**config.mk**
```make
export PLATFORM = sky130hd
export DESIGN_NAME = dec_correction_ctrl
export DESIGN_NICKNAME = d
export VERILOG_FILES = /design/src/rtl/dec_correction_ctrl.sv
export SDC_FILE = /design/constraint.sdc
export NUM_CORES = 1
export LEC_CHECK = 0
export ABC_AREA = 1
export CAP_MARGIN = 30
export CELL_PAD_IN_SITES_DETAIL_PLACEMENT = 1
export CELL_PAD_IN_SITES_GLOBAL_PLACEMENT = 1
export CORE_MARGIN = 5
export CORE_UTILIZATION = 30
export CTS_BUF_LIST = sky130_fd_sc_hd__clkbuf_8
export DETAILED_ROUTE_END_ITERATION = 7
export PLACE_DENSITY = 0.78
export SYNTH_ARGS = -nofsm -noshare
export SYNTH_HDL_FRONTEND = slang
export SYNTH_SLANG_ARGS = --single-unit
```
**constraint.sdc**
```tcl
create_clock -name clk -period 3 [get_ports clk]
set_input_delay 0.3 -clock clk [delete_from_list [all_inputs] [get_ports clk]]
set_output_delay 0.3 -clock clk [all_outputs]
set_load 0.03 [all_outputs]
```
**src/rtl/dec_correction_ctrl.sv**
```systemverilog
// Single-bit correction sequencer: classifies an incoming word, drives the
// bit-flip unit for one cycle, then holds the result until downstream takes it.
module dec_correction_ctrl #(
  parameter int DATA_WIDTH = 32,
  parameter int CNT_WIDTH  = 16
) (
  input  logic                  clk,
  input  logic                  rst,
  input  logic                  in_valid,
  output logic                  in_ready,
  input  logic [DATA_WIDTH-1:0] in_codeword,
  input  logic [4:0]            in_error_col,
  input  logic                  in_syn_nonzero,
  input  logic                  in_parity_err,
  output logic [DATA_WIDTH-1:0] flip_codeword,
  output logic [4:0]            flip_col,
  input  logic [DATA_WIDTH-1:0] flip_data,
  output logic                  out_valid,
  input  logic                  out_ready,
  output logic [DATA_WIDTH-1:0] out_data,
  output logic [1:0]            num_of_errors,
  output logic [CNT_WIDTH-1:0]  single_cnt,
  output logic [CNT_WIDTH-1:0]  double_cnt,
  input  logic                  cnt_clear
);

  typedef enum logic [1:0] {
    IDLE,
    CORRECT,
    OUT
  } state_t;

  state_t state, nstate;

  logic [1:0] cls_q, cls_d;
  logic       fix_q;
  logic       col_ok;
  logic       accept;

  assign col_ok = {1'b0, in_error_col} < 6'(DATA_WIDTH);
  assign accept = (state == IDLE) && in_valid;

  always_comb begin
    cls_d = 2'd0;
    if (in_parity_err)
      cls_d = 2'd1;
    else if (in_syn_nonzero)
      cls_d = 2'd2;
  end

  always_comb begin
    nstate    = state;
    in_ready  = 1'b0;
    out_valid = 1'b0;
    unique case (state)
      IDLE: begin
        in_ready = 1'b1;
        if (in_valid) nstate = CORRECT;
      end
      CORRECT: nstate = OUT;
      OUT: begin
        out_valid = 1'b1;
        if (out_ready) nstate = IDLE;
      end
      default: nstate = IDLE;
    endcase
  end

  always_ff @(posedge clk or posedge rst) begin
    if (rst) state <= IDLE;
    else     state <= nstate;
  end

  // The flip-unit drive doubles as the captured word, so it only moves on accept.
  always_ff @(posedge clk or posedge rst) begin
    if (rst) begin
      flip_codeword <= '0;
      flip_col      <= '0;
      cls_q         <= '0;
      fix_q         <= 1'b0;
    end else if (accept) begin
      flip_codeword <= in_codeword;
      flip_col      <= in_error_col;
      cls_q         <= cls_d;
      fix_q         <= in_parity_err & in_syn_nonzero & col_ok;
    end
  end

  always_ff @(posedge clk or posedge rst) begin
    if (rst) begin
      out_data      <= '0;
      num_of_errors <= '0;
    end else if (state == CORRECT) begin
      out_data      <= fix_q ? flip_data : flip_codeword;
      num_of_errors <= cls_q;
    end
  end

  always_ff @(posedge clk or posedge rst) begin
    if (rst) begin
      single_cnt <= '0;
      double_cnt <= '0;
    end else if (cnt_clear) begin
      single_cnt <= '0;
      double_cnt <= '0;
    end else if (state == CORRECT) begin
      if (cls_q == 2'd1 && single_cnt != '1)
        single_cnt <= single_cnt + CNT_WIDTH'(1);
      if (cls_q == 2'd2 && double_cnt != '1)
        double_cnt <= double_cnt + CNT_WIDTH'(1);
    end
  end

endmodule
```
==> results of run 1 <==
[power groups by stage]
stage	combinational [mW]	sequential (mW)	clock [mW]
after global placement	3.22	2.34	0
final	3.21	2.33	0.902
after detailed placement	3.26	2.36	0
after floorplan	0.911	3.19	0
after global routing	3.46	2.41	0.995
after CTS	3.28	2.34	0.941
[worst min-delay path by stage]
stage | end | slack [ns] | start
floorplan | state[1] | 0.41 | out_ready
global placement | out_data[7] | 0.46 | out_data[7]
detailed placement | flip_col[4] | 0.47 | flip_col[4]
CTS | double_cnt[15] | 0.37 | rst
global route | double_cnt[11] | 0.39 | rst
finish | double_cnt[11] | 0.36 | rst
[cell families after synthesis]
| logic type | count (synthesis) |
|---|---|
| AND/OR/NAND/NOR | 416 |
| AO/OA/AOI/OAI | 76 |
| flip-flops | 108 |
| XOR/XNOR | 7 |
| buffers and inverters | 52 |
| adder cells (fa/ha/maj) | 2 |
[cells in the final DEF, fill, tap and decap left out]
| master | n |
|---|---|
| inv_2 | 3 |
| a21oi_1 | 1 |
| nor2_2 | 2 |
| nand3b_1 | 5 |
| nor2_4 | 6 |
| diode_2 | 2 |
| clkinvlp_4 | 2 |
| buf_12 | 1 |
| nand4_1 | 32 |
| nor2_1 | 69 |
| inv_4 | 1 |
| dfrtp_1 | 108 |
| bufinv_16 | 1 |
| nand2_2 | 3 |
| clkinv_4 | 1 |
| nor2_8 | 3 |
| or2_2 | 4 |
| xor2_1 | 7 |
| inv_1 | 22 |
| clkdlybuf4s50_1 | 180 |
| ha_1 | 2 |
| nand3_1 | 20 |
| nand3_2 | 1 |
| o211ai_1 | 1 |
| buf_4 | 6 |
| clkbuf_8 | 9 |
| nand2_1 | 271 |
| o21bai_1 | 6 |
| o21ai_0 | 68 |
| clkinv_2 | 1 |
[synthesized netlist by cell type (all sizes together)]
cell,number
nand2,274
dfrtp,108
nor2,80
o21ai,68
nand4,32
inv,25
nand3,21
clkbuf,20
buf,7
xor2,7
o21bai,6
nand3b,5
or2,4
ha,2
a21oi,1
o211ai,1
[flip-flops by register name (all words and copies together) (netlist names)]
name           cells
num_of_errors      2
cls_q              2
double_cnt        16
out_data          32
state              2
fix_q              1
flip_codeword     32
flip_col           5
single_cnt        16
[routing by layer]
| metal | part of all wire | routed length (um) | up-vias |
|---|---|---|---|
| li1 | - | - | 2470 |
| met1 | 0.42 | 7350 | 2501 |
| met2 | 0.49 | 8530 | 120 |
| met3 | 0.081 | 1430 | 13 |
| met4 | 0.013 | 233 | 0 |
| met5 | 0 | 0 | - |
[worst register-to-register path, delay by kind of cell (launching register included)]
family	cells	cell delay, ns
fa+ha+maj	1	0.28
buf+inv	1	0.08
simple gates	7	0.96
flops	1	0.45
[cell type report]
| type | count | area share |
|---|---|---|
| Tap cell | 225 | 0.0379 |
| Antenna cell | 2 | 0.000674 |
| Clock buffer | 9 | 0.0167 |
| Clock inverter | 6 | 0.00791 |
| Multi-Input combinational cell | 501 | 0.308 |
| Timing Repair Buffer | 187 | 0.251 |
| Sequential cell | 108 | 0.364 |
| Inverter | 25 | 0.0135 |
==> summary.md, run 1 <==
| Metric | Value |
|---|---|
| Status | finished, final reports clean |
| Top cell type's share of synthesized area | 0.518 |
| Largest net degree at the start of global routing | 64 |
| Fmax | 480 MHz |
| All-Layer GR Usage | 0.175 |
| Slew @ Worst Pin | roughly 0.8 ns |
| Post-route ant nets | 0 |
| Max-cap violations | 0 |
| WP data required | about 2.7 ns |
| Post-Synth XOR/XNOR Area | 0.0117 |
| Number of global-route vias before repair | around 5300 |
| Proportion of layout cells with a drive suffix above 1 | 0.0526 |
| Final setup vio count | 0 |
| Clock power frac | 0.140 |
| Worst R2R Setup Slack | approximately 1.1 ns |
| Slowest stage delay, CP | between 0.7 and 0.8 ns |
| Total Die Area | a little over 20000 sq um |
| Combinational family with the most area after synthesis | simple AND/OR/NAND/NOR gates |
| Leakage | ~3.3 nW |
| Initial DRT Pass Iterations | 4 |
| Die width | 142 um |
| Final Hold Viols | 0 |
| First-pass GRT wire length | approximately 28000 um |
| #FFs+latches synth | approximately 110 |
| Initial antenna violation count | 2 |
| DR vias/cell | between 4 and 5 |
| Longest Clk Path Bufs | 2 |
| Yosys top cell by area | dfrtp_1 |
| Flop pwr share | 0.362 |
| Wire per inst | 16.5 um |
| GRT met3 Usage | 0.0627 |
| Clock Skew | 0.0125 ns |
| Cell depth of the worst setup path | 2 |
| Clk_lat worst skew | ~0.38 ns |
| Row cnt | 48 |
| GR met2 Demand/Resource | 0.296 |
| CTS Sinks | 108 |
| Io pins | around 180 |
| Post-synthesis simple-gate area fraction | 0.346 |
| CP bufs+invs | 1 |
| Final RePlAce weighted congestion | 0.761 |
| Storage element area | around 2700 sq um |
| Clock slew at reported path FFs | about 0.11 ns |
| Area Overhead vs Synth | 42.4% |
| Initial core utilization | 0.304 |
| CTS tree | done |
| Final wirelength | between 15000 and 20000 um |
| Slew HR | 0.481 |
| Part of the Yosys area used for sequential elements | 0.518 |
| Design area | ~7400 sq um |
| Util after Layout | 0.433 |
| Slew Limit Fails | 0 |
| Post-Syn Area | 5220 sq um |
| Vias | slightly above 5000 |
| Crit path max fanout | 3 |
| Fill cells | roughly 2100 |
| CP max stage cell | clkdlybuf4s50_1 |
| FF-to-FF End | double_cnt[11] |
| Kind of cell adding the most delay to the critical path | buffers and inverters |
| CTS Buf Count | 9 |
| Final period util | 0.694 |
| Met1 Use GR | 0.206 |
| Syn_area_per_cell | 7.90 sq um |
| Dpl cell area | a little over 7000 sq um |
| Class of the most critical setup path | reg2out |
| Worst hold path type | in2async |
| Post-synthesis cell count | between 600 and 700 |
| Mux cell area share after synthesis | 0 |
| Setup TNS | 0 ns |
| Cell depth of the worst flop-to-flop path | 9 |
| Hold_buf cts | 0 |
| Drt drc | 0 |
| Net switching power | between 2 and 3 mW |
| Syn Nets | between 700 and 800 |
| Worst EP arrival | approximately 1.8 ns |
| Chip Height | 142 um |
| Logic pwr share | 0.498 |
| Crit path from | state[1] |
| RSZ-0062 raised after global routing | false |
| Root buffer cell | clkbuf_8 |
| Final Non-Filler Cells | about 1100 |
| Compound-cell area share of the yosys netlist | 0.0762 |
| Startpoint types | register |
| CP endpoint | in_ready |
| Worst slack at placement | roughly 1.1 ns |
| Core region area | ~17000 sq um |
| Pint | 3.53 mW |
| P per Cell Area | about 870 nW/um^2 |
| HPWL Detailed | ~12000 um |
| VDD IR max | about 0.59 mV |
| Net Sw Frac | 0.453 |
| Post_cts resized | 0 |
| Synth top area cells | dfrtp_1 52%, nand2_1 19%, o21ai_0 6.5% |
| Ys Warns | 0 |
| Placed cells | 1046 |
| Number of setup buffers added after CTS | 0 |
| GRT Residual Overflow | 0 |
| Yosys cell types | 26 |
| Critical-path cell list | nor2_1 -> clkdlybuf4s50_1 |
| Critical R2R Launch | double_cnt[0] |
| Critical Path End Type | output port |
| Final worst slack | 0.919 ns |
| Multi-input logic area | ~2300 sq um |
| Minimum clock period | 2.08 ns |
| Post-Synth Adder-Cell Area | 0.00479 |
| Final net count | 910 |
| Tot Pwr | ~6.4 mW |
| H-tree depth | 3 |
| Top Usage Layer GRT | met2 |
| # port buffers | 180 |
| DRT iter0 DRCs | 210 |
| Fin Hold WS | 0.356 ns |
No activity file was read; power rests on OpenSTA's default activity.
==> run 2: changes to the inputs <==
PLACE_DENSITY = 0.75   (was 0.78)
clock period = 2.1 ns   (was 3 ns; I/O delays follow)
==> summary.md, run 2 (same netlist as run 1, synthesis figures left out) <==
| Metric | Value |
|---|---|
| Status | finished, final reports clean |
| Setup TNS | 0 ns |
| Slew @ Worst Pin | around 0.5 ns |
| Most frequent cells in the layout | 271 x nand2_1, 180 x clkdlybuf4s50_1, 108 x dfrtp_1 |
| Clock Skew | ~0.013 ns |
| Storage element area | 2700 sq um |
| Slew HR | 0.671 |
| Fmax | 525 MHz |
| Clock slew at reported path FFs | around 0.11 ns |
| Wire per inst | ~17 um |
| Util after Layout | 0.440 |
| H-tree depth | 3 |
| Minimum clock period | approximately 1.9 ns |
| Initial core utilization | 0.304 |
| Vias | ~5000 |
| Final period util | 0.907 |
| Startpoint types | register |
| Worst hold path type | in2async |
| Io pins | between 150 and 200 |
| Proportion of layout cells with a drive suffix above 1 | 0.0618 |
| Total Die Area | 20100 sq um |
| Antenna cells | 0 |
| Root buffer cell | clkbuf_8 |
| First-pass GRT wire length | 28900 um |
| Clk_lat worst skew | just under 0.4 ns |
| Initial antenna violation count | 0 |
| Biggest regs | flip_codeword: 32 flops, out_data: 32 flops |
| Final wirelength | 17900 um |
| Final RePlAce weighted congestion | 0.758 |
| Critical Path End Type | output port |
| Final setup vio count | 0 |
| Die width | around 140 um |
| P per Cell Area | between 1000 and 1500 nW/um^2 |
| Post-route ant nets | 0 |
| CTS Buf Count | 9 |
| Post_cts resized | 0 |
| Multi-input logic area | roughly 2300 sq um |
| All-Layer GR Usage | 0.179 |
| Number of setup buffers added after CTS | 0 |
| Fill cells | approximately 2100 |
| Final worst slack | 0.196 ns |
| Class of the most critical setup path | reg2out |
| VDD IR max | 0.653 mV |
| Crit path max fanout | 3 |
| GRT Residual Overflow | 0 |
| HPWL Detailed | ~13000 um |
| Row cnt | between 40 and 50 |
| CTS Sinks | between 100 and 150 |
| Fin Hold WS | approximately 0.27 ns |
| Area Overhead vs Synth | 44.7% |
| Slew Limit Fails | 0 |
| CTS tree | done |
| Worst EP arrival | ~1.7 ns |
| Leakage | roughly 3.4 nW |
| Worst slack at placement | between 0.2 and 0.3 ns |
| Core region area | ~17000 sq um |
| Max-cap violations | 0 |
| Drt drc | 0 |
| Initial DRT Pass Iterations | 4 |
| DR vias/cell | 4.72 |
| # port buffers | 180 |
| RSZ-0062 raised after global routing | false |
| Final Hold Viols | 0 |
| Longest Clk Path Bufs | 2 |
| Most common cell after layout, fill and taps aside | nand2_1 |
| Chip Height | 142 um |
| Final net count | roughly 900 |
| DRT iter0 DRCs | ~120 |
| Number of global-route vias before repair | about 5400 |
| WP data required | around 1.9 ns |
| Largest net degree at the start of global routing | 56 |
| Hold_buf cts | 0 |
run 2: cell types whose count changed in the layout (fill, tap and decap cells not counted), sizes merged:
cell | before | now
inv | 26 | 25
buf | 7 | 12
diode | 2 | 0
bufinv | 1 | 3
run 2: report_power, final:
part	total [mW]	leakage, nW	internal [mW]	switching, mW
logic	4.71	1.88	1.76	2.95
clock network	1.60	0.120	0.801	0.798
registers	3.28	1.39	2.78	0.494
total	9.59	3.39	5.35	4.24
run 2: through the flow:
step / area, sq um / power, mW / std cells
after global routing: 7550 / 10.2 / 1067
after CTS: 7550 / 9.78 / 1067
after global placement: 7310 / 8.03 / 1051
after detailed placement: 7310 / 8.13 / 1051
final: 7550 / 9.59 / 1067
after floorplan: 5220 / 5.85 / 661
run 2: area by class of cell:
| type | count | area share |
|---|---|---|
| clock buffers | 9 | 0.0164 |
| multi-input cells | 501 | 0.303 |
| flip-flops and latches | 108 | 0.358 |
| repair buffers | 192 | 0.255 |
| well taps | 225 | 0.0373 |
| clock inverters | 7 | 0.0164 |
| inverters | 25 | 0.0133 |
run 2: worst paths after layout:
kind | endpoint | from | slack (ns) | cells past startpoint
worst min-delay path | single_cnt[3] | rst | 0.27 | 3
worst min register to register | out_data[22] | out_data[22] | 0.49 | 2
max in group asynchronous | flip_codeword[29] | rst | 1.54 | 3
worst max-delay path | in_ready | state[1] | 0.20 | 2
worst max register to register | double_cnt[11] | double_cnt[0] | 0.25 | 9
min in group clk | flip_codeword[14] | in_codeword[14] | 0.35 | 3
run 2: metal layers:
| layer | vias to the layer above | routed length, um | global-route usage |
|---|---|---|---|
| met4 | 0 | 261 | 0.0404 |
| li1 | 2473 | - | - |
| met1 | 2414 | 7440 | 0.211 |
| met5 | - | 0 | 0 |
| met2 | 128 | 8690 | 0.308 |
| met3 | 19 | 1460 | 0.0728 |
run 2: worst max-delay path: stages (launching register included):
cell and delay [ns]:
dfrtp_1 0.43, nor2_1 0.16, clkdlybuf4s50_1 0.72
